[src/rtl/alu_pkg.sv]
// Shared constants for the ALU result stage: NZCV flag bit positions and entry packing width.
package alu_pkg;

    localparam int FLAG_N = 3;
    localparam int FLAG_Z = 2;
    localparam int FLAG_C = 1;
    localparam int FLAG_V = 0;
    localparam int FLAG_W = 4;

    localparam int DEF_WIDTH = 32;
    localparam int DEF_RD_W  = 5;

    // Packed entry layout, MSB first: {set_flags, flags, rd, result}.
    function automatic int entry_width(input int width, input int rd_w);
        return width + rd_w + FLAG_W + 1;
    endfunction

    localparam int ENTRY_W = entry_width(DEF_WIDTH, DEF_RD_W);

endpackage

[src/rtl/result_fifo2.sv]
// Two-entry register FIFO with 1-bit wrapping pointers and a 0..2 occupancy count.
module result_fifo2
    import alu_pkg::*;
#(
    parameter int DW = ENTRY_W
) (
    input  logic          clk,
    input  logic          rst,
    input  logic          push,
    input  logic          pop,
    input  logic [DW-1:0] wdata,
    output logic [DW-1:0] rdata,
    output logic [1:0]    count
);

    logic [DW-1:0] mem [2];
    logic          wr_ptr;
    logic          rd_ptr;

    // NOTE: the storage is reset because the head is visible on the outputs and must read 0, not X, after reset.
    always_ff @(posedge clk or posedge rst) begin
        if (rst) begin
            mem[0] <= '0;
            mem[1] <= '0;
            wr_ptr <= 1'b0;
            rd_ptr <= 1'b0;
            count  <= 2'd0;
        end else begin
            // NOTE: non-blocking assignments so every register samples the pre-edge values of the others.
            if (push) begin
                mem[wr_ptr] <= wdata;
                wr_ptr      <= ~wr_ptr;
            end
            if (pop) begin
                rd_ptr <= ~rd_ptr;
            end
            case ({push, pop})
                2'b10:   count <= count + 2'd1;
                2'b01:   count <= count - 2'd1;
                default: count <= count;
            endcase
        end
    end

    // When empty, the most recently retired entry still sits behind rd_ptr,
    // so showing it keeps the outputs stable without a separate holding register.
    assign rdata = mem[(count == 2'd0) ? ~rd_ptr : rd_ptr];

endmodule

[src/rtl/alu_result_stage.sv]
// Registered ALU result stage: 2-entry valid/ready buffer plus architectural NZCV register.
// Optional sticky overflow flag when ALU_STICKY_OV_EN is defined (adds ClrSticky/StickyV).
module alu_result_stage
    import alu_pkg::*;
#(
    parameter int WIDTH = DEF_WIDTH,
    parameter int RD_W  = DEF_RD_W
) (
    input  logic              Clk,
    input  logic              Rst,
    input  logic              InValid,
    output logic              InReady,
    input  logic [WIDTH-1:0]  InResult,
    input  logic [FLAG_W-1:0] InFlags,
    input  logic [RD_W-1:0]   InRd,
    input  logic              InSetFlags,
    output logic              OutValid,
    input  logic              OutReady,
    output logic [WIDTH-1:0]  OutResult,
    output logic [RD_W-1:0]   OutRd,
    output logic [FLAG_W-1:0] OutFlags,
    output logic [FLAG_W-1:0] Flags,
`ifdef ALU_STICKY_OV_EN
    input  logic              ClrSticky,
    output logic              StickyV,
`endif
    output logic [1:0]        Count
);

    localparam int EW = entry_width(WIDTH, RD_W);

    logic          push;
    logic          pop;
    logic          head_set_flags;
    logic [EW-1:0] head;

    assign InReady  = (Count != 2'd2) & ~Rst;
    assign OutValid = (Count != 2'd0);
    assign push     = InValid & InReady;
    assign pop      = OutValid & OutReady;

    result_fifo2 #(.DW(EW)) u_fifo (
        .clk   (Clk),
        .rst   (Rst),
        .push  (push),
        .pop   (pop),
        .wdata ({InSetFlags, InFlags, InRd, InResult}),
        .rdata (head),
        .count (Count)
    );

    assign {head_set_flags, OutFlags, OutRd, OutResult} = head;

    always_ff @(posedge Clk or posedge Rst) begin
        if (Rst) begin
            Flags <= '0;
        end else if (pop && head_set_flags) begin
            Flags <= OutFlags;
        end
    end

`ifdef ALU_STICKY_OV_EN
    // Overflow is recorded on retire regardless of SetFlags; a new set beats a clear.
    always_ff @(posedge Clk or posedge Rst) begin
        if (Rst) begin
            StickyV <= 1'b0;
        end else if (pop && OutFlags[FLAG_V]) begin
            StickyV <= 1'b1;
        end else if (ClrSticky) begin
            StickyV <= 1'b0;
        end
    end
`endif

endmodule

[config.mk]
export PLATFORM = sky130hd
export DESIGN_NAME = alu_result_stage
export DESIGN_NICKNAME = d
export VERILOG_FILES = /design/src/rtl/alu_pkg.sv /design/src/rtl/result_fifo2.sv /design/src/rtl/alu_result_stage.sv
export SDC_FILE = /design/constraint.sdc
export NUM_CORES = 1
export LEC_CHECK = 0
export CAP_MARGIN = 20
export CORE_MARGIN = 2
export CORE_UTILIZATION = 38
export CTS_CLUSTER_DIAMETER = 40
export CTS_CLUSTER_SIZE = 28
export DETAILED_ROUTE_END_ITERATION = 8
export PLACE_DENSITY_LB_ADDON = 0.3
export REMOVE_ABC_BUFFERS = 1
export SYNTH_ARGS = -nofsm -noshare
export SYNTH_HDL_FRONTEND = slang
export SYNTH_HIERARCHICAL = 1
export SYNTH_SLANG_ARGS = --single-unit
[constraint.sdc]
create_clock -name Clk -period 7.45 [get_ports Clk]
set_input_delay 1.49 -clock Clk [delete_from_list [all_inputs] [get_ports Clk]]
set_output_delay 1.49 -clock Clk [all_outputs]
set_load 0.01 [all_outputs]
### Yosys cells after proc, flatten, opt, wreduce, memory -nomap -nowiden

Index checks and enable logic that the tools add are counted.

| storage, ports and cells | value |
|---|---|
| bits in registers | 92 |

| operators by class | value |
|---|---|
| order comparisons | 3 |
| reductions and logical operators | 5 |
| equal/unequal tests | 3 |
| bitwise logic cells | 8 |
| add/sub/neg operators | 2 |
| multiplexer cells | 8 |

Operators with widths:

| cell | number |
|---|---|
| $mux 42 | 4 |
| $bwmux 84 | 1 |
| $demux 42 s1 | 1 |
| $ge 2x2->1 const B | 2 |
| $not 1->2 | 2 |
| $pmux 2 s2 | 1 |
| $reduce_bool 2->1 | 2 |
| $and 1x1->1 | 3 |
| $not 1->1 | 3 |
| $add 2x1->2 const B | 1 |
| $eq 2x1->1 const B | 1 |
| $eq 2x2->1 const B | 1 |
| $logic_and 1x1->1 | 2 |
| $logic_not 2->1 | 1 |
| $lt 2x1->1 const B | 1 |
| $ne 2x2->1 const B | 1 |
| $sub 2x1->2 const B | 1 |
| $mux 1 | 1 |

### Longest topological paths before layout

Gate-level depths: netlist of run 1.

| logic depth | value |
|---|---|
| depth after elaboration | 7 |
| mapped depth | 7 |
| gate-level depth less buffers | 7 |

### By module

Netlist of run 1, hierarchy kept.

Modules (own cells, without submodules):

| module | instances | area an instance (sq um) | cells each |
|---|---|---|---|
| result_fifo2 | 1 | 3,977.6 | 240 |
| alu_result_stage | 1 | 202.7 | 16 |

### Worst setup path before layout of run 1

No wires, ideal clock.

| timing | value |
|---|---|
| path kind | in2out |
| start | input Rst |
| end | output InReady |
| arrival | 1.689 ns |
| buffers on the path | 0 |
| stages on the path | 1 |
| slack | 4.271 ns |
| path through | a21oi_1 |

| on the way | value |
|---|---|
| longest elaborated chain between the ends | 2 |

RTL lines:

| item | RTL line | RTL |
|---|---|---|
| from (decl) | alu_result_stage.sv:10 | `input logic Rst,` |
| $not 1->1 | alu_result_stage.sv:37 | `assign InReady = (Count != 2'd2) & ~Rst;` |
| $and 1x1->1 | alu_result_stage.sv:37 |  |
| to (decl) | alu_result_stage.sv:12 | `output logic InReady,` |

Every way passes these cells.

### Worst setup path in the final report of run 1

| timing | value |
|---|---|
| start | register u_fifo.count[0] |
| end | output OutFlags[2] |

| on the way | value |
|---|---|
| longest elaborated chain between the ends | 6 |

RTL lines:

| item | RTL line | RTL |
|---|---|---|
| from (decl) | result_fifo2.sv:13 | `output logic [1:0] count` |
| from (signal assigned) | result_fifo2.sv:38 | `2'b10: count <= count + 2'd1;` |
| from (signal assigned) | result_fifo2.sv:39 | `2'b01: count <= count - 2'd1;` |
| from (signal assigned) | result_fifo2.sv:40 | `default: count <= count;` |
| $logic_not 2->1 | result_fifo2.sv:47 | `assign rdata = mem[(count == 2'd0) ? ~rd_ptr : rd_ptr];` |
| $mux 1 | result_fifo2.sv:47 |  |
| $not 1->2 | result_fifo2.sv:47 |  |
| $mux 42 (3 in series) | result_fifo2.sv:47 |  |
| to (decl) | alu_result_stage.sv:21 | `output logic [FLAG_W-1:0] OutFlags,` |

Every way passes these cells. The select of a mux whose other input is x is not followed.

==> impl_metrics.yaml, run 1 <==
cells_and_area:
  layout-area-overhead-vs-synth_pct: 31.1
  most-common-layout-cells: "sky130_fd_sc_hd__clkdlybuf4s50_1, sky130_fd_sc_hd__dfrtp_1, sky130_fd_sc_hd__mux2_2, sky130_fd_sc_hd__mux2_4, sky130_fd_sc_hd__clkbuf_8"
  num_antenna_cells: 0
  layout.cells.most_common: "sky130_fd_sc_hd__clkdlybuf4s50_1"
  finalNonFillerCells: 498
  finalCoreUtilization: 0.508
  post_layout_net_count: 400
  post_route_cells_drive_above_1_share: 0.439
min_path:
  min_delay_path_depth: 1
  timing.hold.worst.class: "reg2reg"
  worst_hold_path.endpoint: "u_fifo/mem[81]$_DFFE_PP0P_"
  worst_hold_startpoint: "u_fifo/mem[81]$_DFFE_PP0P_"
setup_path:
  endpoint_kind: "output pin"
  worst-r2r-setup-slack_ns: 4.68
  critical_path.reg2reg.endpoint: "Flags[2]$_DFFE_PP0P_"
  worstPathMaxFanout: 23
  rr_startpoint: "u_fifo/count[0]$_DFFE_PP0P_"
  worst-endpoint-arrival_ns: 3.23
  worstRegToRegCells: 5
  setup.worst_path.class: "reg2out"
  critical_path_required_ns: 5.96
  crit_path_start_kind: "flip-flop"
pwr:
  power_frac_comb: 0.575
  vdd_drop_max_uv: 270
  seq_power_share: 0.309
  p_sw_frac: 0.309
  powerDensity_nw_per_um2: 527
  internal_power_w: 0.00199
  net-switching-power_w: 0.000894
  clock_power_share: 0.116
  power.leakage_nw: 2.39
routing:
  detailedRoute.firstIterationViolations: 30
  drt_first_pass_iters: 2
  drt_drc_violations_left: 0
  final_wl_um: 7770
  detail_route.wl_per_cell_um: 15.6
  final_ant_viol_nets: 0
  dr_total_vias: 2352
  avgViaCountPerCell: 4.72
floorplanning:
  die_y_um: 109
  fp.coreArea_um2: 10800
  area_of_the_die_um2: 11900
  io_pins: 95
  overall_die_width_um: 109
  row_count: 38
  initial_utilization: 0.387
place:
  pre_cts_ws_ns: 3.07
  dp_hpwl_um: 5070
  gpl.final_weighted_congestion: 0.680
  numPortBuffers: 94
  place.detailed.instances: 480
global_routing:
  globalRouteTotalUtil: 0.137
  grt_pass1_wl_um: 12400
  grt_max_degree: 89
  globalRoute.totalOverflow: 0
  first_global_vias: 2514
  grt_antenna_before_repair: 0
timing:
  clock-skew-final_ns: 0.0107
  report.final.slew_viol_count: 0
  whs_ns: 0.509
  worst_slew_margin_rel: 0.336
  layout_worst_path_cycle_share: 0.634
  setup_ws_ns: 2.73
  tightest_slew_ns: 0.997
  clock.fmax_ghz: 0.212
  finalCriticalPeriod_ns: 4.72
  rsz_0062_raised_after_global_routing: "false"
  setup-violations-final: 0
  finalHoldViolations: 0
  setup_total_negative_slack_ns: 0
clock_network:
  clock_sinks: 92
  cts_root_buffer: "sky130_fd_sc_hd__clkbuf_8"
  cts_resized: 0
  cts_inserted_buffers: 9
  post-cts-setup-buffers: 0
  clock_tree.htree_level_count: 3
  cts_tree: "yes"
  clk_transition_reported_paths_ns: 0.09
  clock_latency_ns: 0.34
  ctsLongestPathBuffers: 2
  postCtsHoldBufs: 0
logic_synthesis:
  synth_area_um2: 4180
  synthesis.area_per_instance_um2: 16.3
  ys_seq_elements: 92
  netlist.area_leader.share: 0.551
  synth_area_leader_cell: "sky130_fd_sc_hd__dfrtp_1"
  synth_seq_area_share: 0.551
  synth_cells: 256
  unique_masters_post_synth: 19
  synth_top_cells_by_area: "sky130_fd_sc_hd__dfrtp_1, sky130_fd_sc_hd__mux2_2, sky130_fd_sc_hd__mux2_4, sky130_fd_sc_hd__buf_2, sky130_fd_sc_hd__buf_6"
  synth-warning-count: 6
run:
  total_of_max_cap_violations: 0
outcome:
  result_of_the_run: "complete, no violations"
[final cells by class]
type / instances / area, um2
Multi-Input combinational cell: 146 / 1770
Inverter: 5 / 20.0
Timing Repair Buffer: 99 / 1010
Fill cell: 947 / 5310
Clock buffer: 9 / 124
Tap cell: 140 / 175
Clock inverter: 7 / 73.8
Sequential cell: 92 / 2300
[cell usage after synthesis]
master and count:
sky130_fd_sc_hd__dfrtp_1 92, sky130_fd_sc_hd__mux2_2 90, sky130_fd_sc_hd__mux2_4 40, sky130_fd_sc_hd__buf_2 9
sky130_fd_sc_hd__inv_1 5, sky130_fd_sc_hd__buf_6 4, sky130_fd_sc_hd__xor2_1 3, sky130_fd_sc_hd__xnor2_1 2
sky130_fd_sc_hd__a211oi_1 1, sky130_fd_sc_hd__a21oi_1 1, sky130_fd_sc_hd__and2_1 1, sky130_fd_sc_hd__ha_1 1
sky130_fd_sc_hd__nand2_1 1, sky130_fd_sc_hd__nand2b_1 1, sky130_fd_sc_hd__nor2_1 1, sky130_fd_sc_hd__nor2_4 1
sky130_fd_sc_hd__o211ai_4 1, sky130_fd_sc_hd__or2_1 1, sky130_fd_sc_hd__xnor2_4 1
[critical path: stages (launching register included)]
cell and delay, ns:
sky130_fd_sc_hd__dfrtp_1 0.56, sky130_fd_sc_hd__nor2_4 0.09, sky130_fd_sc_hd__xnor2_4 0.78, sky130_fd_sc_hd__buf_4 0.56, sky130_fd_sc_hd__mux2_2 0.40, sky130_fd_sc_hd__clkdlybuf4s50_1 0.48
[worst max-delay path by stage]
stage | from | endpoint | slack (ns) | depth (start not counted)
after floorplan | Rst | u_fifo/count[0]$_DFFE_PP0P_ | 3.68 | 1
after global placement | u_fifo/count[0]$_DFFE_PP0P_ | OutFlags[2] | 3.07 | 5
after detailed placement | u_fifo/count[0]$_DFFE_PP0P_ | OutFlags[2] | 3.07 | 5
after CTS | u_fifo/count[0]$_DFFE_PP0P_ | OutFlags[2] | 2.64 | 5
after global routing | u_fifo/count[0]$_DFFE_PP0P_ | OutFlags[2] | 2.54 | 5
final | u_fifo/count[0]$_DFFE_PP0P_ | OutFlags[2] | 2.73 | 5
[through the flow]
step / cell area (um2) / total power (W)
4_1_cts: 5430 / 0.00294
5_1_grt: 5480 / 0.00308
3_5_place_dp: 5240 / 0.00259
3_3_place_gp: 5240 / 0.00256
6_report: 5480 / 0.00289
2_1_floorplan: 4090 / 0.00191
[state kept, by name, indices dropped and copies added (netlist names)]
signal / flops
u_fifo/rd_ptr: 1
Flags: 4
u_fifo/mem: 84
u_fifo/count: 2
u_fifo/wr_ptr: 1
[per-layer routing]
metal	part of all wire	GRT usage	vias to the layer above
met1	0.45	0.175	1195
met2	0.49	0.231	55
met5	0	0	-
met4	0.013	0.0549	0
met3	0.042	0.0233	7
li1	-	-	1095
[power by group through the flow]
stage	logic (W)	clock network, W	registers [W]
final	0.00166	0.000334	0.000893
after global routing	0.00178	0.000370	0.000928
after CTS	0.00169	0.000349	0.000893
after detailed placement	0.00168	0	0.000905
after global placement	0.00167	0	0.000889
after floorplan	0.00104	0	0.000875
[cells by family (layout without fill, tap and decap cells)]
group                    Yosys count  after routing  share of synthesized area
buffers and inverters             18            120                     0.0260
XOR/XNOR                           6              6                     0.0171
AND/OR/NAND/NOR                    6              6                    0.00898
flip-flops                        92             92                      0.551
AO/OA/AOI/OAI                      3              3                    0.00808
multiplexers                     130            130                      0.386
adder cells (fa/ha/maj)            1              1                    0.00299
Power figures use the tool's default switching activity.
==> inputs of run 2 (changes only) <==
==> constraint.sdc (replaced) <==
create_clock -name Clk -period 4.3 [get_ports Clk]
set_input_delay 0.86 -clock Clk [delete_from_list [all_inputs] [get_ports Clk]]
set_output_delay 0.86 -clock Clk [all_outputs]
set_load 0.01 [all_outputs]
==> run 2 against run 1 <==
Die area unchanged. Largest power group unchanged. Worst setup slack worse by 1.9 ns. Clock power up 92%. Core utilization up 0.43 points. Final area up 0.84%. Clock skew about the same. Global-route usage up 0.42 points. Critical endpoint is now OutResult[27]. Register-to-register slack worse by 2.8 ns.
==> impl_metrics.yaml, run 2 (same netlist as run 1, synthesis figures left out) <==
outcome:
  result_of_the_run: "complete, no violations"
setup_path:
  critical_path_required_ns: 3.44
  worstPathMaxFanout: 21
  worst-endpoint-arrival_ns: 2.60
  setup.worst_path.class: "reg2out"
  crit_path_start_kind: "flip-flop"
  endpoint_kind: "output pin"
floorplanning:
  initial_utilization: 0.387
  die_y_um: 109
  overall_die_width_um: 109
  area_of_the_die_um2: 11900
  row_count: 38
  io_pins: 95
  fp.coreArea_um2: 10800
routing:
  detail_route.wl_per_cell_um: 15.6
  drt_first_pass_iters: 3
  drt_drc_violations_left: 0
  avgViaCountPerCell: 4.76
  final_ant_viol_nets: 0
  detailedRoute.firstIterationViolations: 66
  final_wl_um: 7800
  dr_total_vias: 2378
cells_and_area:
  post_route_cells_drive_above_1_share: 0.439
  post_layout_net_count: 402
  registers.top_by_ff_count: "u_fifo/mem"
  num_antenna_cells: 0
  largest_register_ffs: 84
  most-common-layout-cells: "sky130_fd_sc_hd__clkdlybuf4s50_1, sky130_fd_sc_hd__dfrtp_1, sky130_fd_sc_hd__mux2_2, sky130_fd_sc_hd__mux2_4, sky130_fd_sc_hd__clkbuf_8"
  layout.cells.most_common: "sky130_fd_sc_hd__clkdlybuf4s50_1"
  layout.cell_area.non_filler_um2: 5530
  layout-area-overhead-vs-synth_pct: 32.2
  layout_top_registers: "u_fifo/mem: 84 flops, Flags: 4 flops, u_fifo/count: 2 flops"
timing:
  worst_slew_margin_rel: 0.573
  setup_total_negative_slack_ns: 0
  tightest_slew_ns: 0.636
  finalHoldViolations: 0
  clock.fmax_ghz: 0.289
  setup-violations-final: 0
  setup_ws_ns: 0.839
  report.final.slew_viol_count: 0
  finalCriticalPeriod_ns: 3.46
  rsz_0062_raised_after_global_routing: "false"
  layout_worst_path_cycle_share: 0.805
  clock-skew-final_ns: 0.0104
place:
  numPortBuffers: 94
  pre_cts_ws_ns: 0.773
  dp_hpwl_um: 5130
  post_dp_cell_area_um2: 5260
  gpl.final_weighted_congestion: 0.697
clock_network:
  cts_inserted_buffers: 9
  post-cts-setup-buffers: 0
  clock_tree.htree_level_count: 3
  cts_tree: "yes"
  ctsLongestPathBuffers: 2
  postCtsHoldBufs: 0
  clk_transition_reported_paths_ns: 0.08
  cts_resized: 0
  clock_sinks: 92
  cts_root_buffer: "sky130_fd_sc_hd__clkbuf_8"
  clock_latency_ns: 0.35
pwr:
  vdd_drop_max_uv: 511
  power.leakage_nw: 2.42
  powerDensity_nw_per_um2: 928
global_routing:
  grt_pass1_wl_um: 12700
  globalRoute.totalOverflow: 0
  first_global_vias: 2537
  grt_antenna_before_repair: 0
  grt_max_degree: 62
  globalRouteTotalUtil: 0.141
run:
  total_of_max_cap_violations: 0
min_path:
  timing.hold.worst.class: "reg2reg"
-- run 2: final timing paths --
| check | to | slack (ns) | cells past startpoint | from |
|---|---|---|---|---|
| setup / recovery | OutResult[27] | 0.84 | 6 | u_fifo/count[0]$_DFFE_PP0P_ |
| hold / removal | u_fifo/wr_ptr$_DFFE_PP0P_ | 0.51 | 1 | u_fifo/wr_ptr$_DFFE_PP0P_ |
| setup reg to reg | Flags[1]$_DFFE_PP0P_ | 1.91 | 7 | u_fifo/count[0]$_DFFE_PP0P_ |
| hold reg to reg | u_fifo/wr_ptr$_DFFE_PP0P_ | 0.51 | 1 | u_fifo/wr_ptr$_DFFE_PP0P_ |
| max in group asynchronous | u_fifo/mem[69]$_DFFE_PP0P_ | 2.50 | 4 | Rst |
| min in group asynchronous | Flags[2]$_DFFE_PP0P_ | 0.81 | 2 | Rst |
-- run 2: final cells by class --
| cell class | instances | area, um2 |
|---|---|---|
| fillers | 924 | 5270 |
| flip-flops and latches | 92 | 2300 |
| multi-input cells | 146 | 1770 |
| repair buffers | 101 | 1030 |
| well taps | 140 | 175 |
| clock buffers | 11 | 141 |
| clock inverters | 5 | 82.6 |
| inverters | 5 | 20.0 |
-- run 2: metrics by stage --
step           hold slack (ns)  instances  power [W]   util
4_1_cts                  0.509        498    0.00518  0.508
5_1_grt                  0.520        500    0.00545  0.512
3_3_place_gp             0.483        482    0.00447  0.488
2_1_floorplan            0.454        243    0.00332      -
3_5_place_dp             0.492        482    0.00452  0.488
6_report                 0.507        500    0.00513  0.512
-- run 2: critical path, cell delays in order, from the launching register on --
cell                              delay, ns
sky130_fd_sc_hd__dfrtp_1               0.55
sky130_fd_sc_hd__nor2_4                0.09
sky130_fd_sc_hd__xnor2_4               0.32
sky130_fd_sc_hd__buf_12                0.24
sky130_fd_sc_hd__buf_12                0.23
sky130_fd_sc_hd__mux2_4                0.32
sky130_fd_sc_hd__clkdlybuf4s50_1       0.49
-- run 2: per-layer routing --
metal / vias to the layer above / track usage / part of all wire
li1: 1099 / - / -
met1: 1213 / 0.172 / 0.43
met2: 62 / 0.243 / 0.51
met3: 4 / 0.0353 / 0.049
met4: 0 / 0.0495 / 0.011
met5: - / 0 / 0
-- run 2: power by group --
part	total [W]	internal (W)	switching [W]
clock network	0.000640	0.000346	0.000294
registers	0.00155	0.00131	0.000245
logic	0.00294	0.00192	0.00101
total	0.00513	0.00358	0.00155
==> inputs of run 3 (changes only) <==
==> constraint.sdc (replaced) <==
create_clock -name Clk -period 3.1 [get_ports Clk]
set_input_delay 0.62 -clock Clk [delete_from_list [all_inputs] [get_ports Clk]]
set_output_delay 0.62 -clock Clk [all_outputs]
set_load 0.01 [all_outputs]
==> run 3 against run 2 <==
First-iteration DRC count decreased by 11%. Worst setup slack worse by 0.65 ns. Via count is 0.80% higher. Final cell count grew 0.20%. Combinational power grew 39%. Register-to-register slack worse by 0.83 ns. Flip-flop and latch count stayed put. Critical endpoint is now OutResult[19].
==> impl_metrics.yaml, run 3 (same netlist as run 1, synthesis figures left out) <==
setup_path:
  worstSetupStartpoint: "u_fifo/count[0]$_DFFE_PP0P_"
  worstPathMaxFanout: 21
  worst-endpoint-arrival_ns: 2.29
  path_cells: "nor2_4 -> xnor2_4 -> buf_12 -> mux2_2 -> clkdlybuf4s50_1"
  slowest_stage: "sky130_fd_sc_hd__dfrtp_1"
  crit_path_start_kind: "flip-flop"
  setup.worst_path.class: "reg2out"
  rr_startpoint: "u_fifo/count[0]$_DFFE_PP0P_"
  worstRegToRegCells: 6
  critical_path_required_ns: 2.48
  max_stage_delay_ns: 0.50
  endpoint_kind: "output pin"
pwr:
  powerDensity_nw_per_um2: 1280
  p_sw_frac: 0.309
  seq_power_share: 0.303
  net-switching-power_w: 0.00219
  clock_power_share: 0.118
  internal_power_w: 0.00489
  power.leakage_nw: 2.41
  vdd_drop_max_uv: 539
  totalPowerFinal_w: 0.00708
  power_frac_comb: 0.579
cells_and_area:
  registers.top_by_ff_count: "u_fifo/mem"
  layout.cells.most_common: "sky130_fd_sc_hd__clkdlybuf4s50_1"
  num_antenna_cells: 0
  layout-area-overhead-vs-synth_pct: 32.0
  largest_register_ffs: 84
  post_layout_net_count: 403
  layout_top_registers: "u_fifo/mem: 84 flops, Flags: 4 flops, u_fifo/count: 2 flops"
  finalNonFillerCells: 501
  layout.filler_cells: 959
  most-common-layout-cells: "sky130_fd_sc_hd__clkdlybuf4s50_1, sky130_fd_sc_hd__dfrtp_1, sky130_fd_sc_hd__mux2_2, sky130_fd_sc_hd__mux2_4, sky130_fd_sc_hd__clkbuf_8"
  post_route_cells_drive_above_1_share: 0.443
clock_network:
  clk_transition_reported_paths_ns: 0.10
  cts_tree: "yes"
  clock_tree.htree_level_count: 3
  clock_latency_ns: 0.35
  cts_inserted_buffers: 9
  cts_root_buffer: "sky130_fd_sc_hd__clkbuf_8"
  cts_resized: 0
  ctsLongestPathBuffers: 2
  postCtsHoldBufs: 0
  post-cts-setup-buffers: 0
  clock_sinks: 92
place:
  dp_hpwl_um: 5410
  place.detailed.instances: 485
  gpl.final_weighted_congestion: 0.663
  numPortBuffers: 94
routing:
  drt_drc_violations_left: 0
  detailedRoute.firstIterationViolations: 59
  final_ant_viol_nets: 0
  final_wl_um: 7850
  detail_route.wl_per_cell_um: 15.7
  avgViaCountPerCell: 4.78
  dr_total_vias: 2397
  drt_first_pass_iters: 3
timing:
  clock-skew-final_ns: 0.00957
  report.final.slew_viol_count: 0
  rsz_0062_raised_after_global_routing: "false"
  finalCriticalPeriod_ns: 2.91
  worst_slew_margin_rel: 0.480
  setup-violations-final: 0
  finalHoldViolations: 0
  clock.fmax_ghz: 0.343
  setup_total_negative_slack_ns: 0
  layout_worst_path_cycle_share: 0.940
  tightest_slew_ns: 0.779
global_routing:
  first_global_vias: 2662
  grt_antenna_before_repair: 0
  globalRoute.totalOverflow: 0
  globalRouteTotalUtil: 0.143
  grt_max_degree: 47
  grt_pass1_wl_um: 13000
floorplanning:
  die_y_um: 109
  io_pins: 95
  overall_die_width_um: 109
  initial_utilization: 0.387
  row_count: 38
  area_of_the_die_um2: 11900
  fp.coreArea_um2: 10800
min_path:
  timing.hold.worst.class: "reg2reg"
  worst_hold_startpoint: "u_fifo/wr_ptr$_DFFE_PP0P_"
  min_delay_path_depth: 1
outcome:
  result_of_the_run: "complete, no violations"
run:
  total_of_max_cap_violations: 0
## run 3: final cells by class
class,count,area (um2),area share
clock buffer,10,138,0.0249
clock inverter,6,71.3,0.0129
multi-input combinational,146,1770,0.321
timing repair buffer,102,1040,0.188
tap,140,175,0.0317
sequential,92,2300,0.417
inverter,5,20.0,0.00363
## run 3: final timing paths
path | endpoint | slack, ns
setup / recovery | OutResult[19] | 0.19
hold / removal | u_fifo/wr_ptr$_DFFE_PP0P_ | 0.51
setup reg to reg | Flags[1]$_DFFE_PP0P_ | 1.08
hold reg to reg | u_fifo/wr_ptr$_DFFE_PP0P_ | 0.51
max in group asynchronous | u_fifo/mem[78]$_DFFE_PP0P_ | 1.58
min in group asynchronous | Flags[3]$_DFFE_PP0P_ | 0.57
## run 3: power by group through the flow
stage / sequential [W] / clock (W) / combinational [W]
2_1_floorplan: 0.00210 / 0 / 0.00250
3_3_place_gp: 0.00213 / 0 / 0.00411
3_5_place_dp: 0.00218 / 0 / 0.00414
4_1_cts: 0.00215 / 0.000879 / 0.00417
5_1_grt: 0.00223 / 0.000943 / 0.00435
6_report: 0.00214 / 0.000835 / 0.00410
## run 3: worst max-delay path: cells and delay by family (launching register included)
kind | cells | cell delay, ns
muxes | 1 | 0.36
DFF | 1 | 0.50
buffers and inverters | 2 | 0.72
and+or+nand+nor | 1 | 0.20
xor gates and xnor gates | 1 | 0.16
## run 3: per-stage QoR
step | worst slack, ns | area (um2) | hold slack, ns | util
after floorplan | 0.201 | 4090 | 0.386 | -
after global placement | 0.569 | 5310 | 0.483 | 0.492
after detailed placement | 0.546 | 5310 | 0.490 | 0.492
after CTS | 0.144 | 5520 | 0.511 | 0.511
after global routing | 0.0701 | 5520 | 0.525 | 0.511
final | 0.186 | 5520 | 0.506 | 0.511
## run 3: per-layer routing
metal	GRT usage	wire [um]	vias to the layer above
li1	-	-	1102
met1	0.174	3360	1233
met2	0.246	4010	57
met3	0.0418	403	5
met4	0.0440	74	0
met5	0	0	-
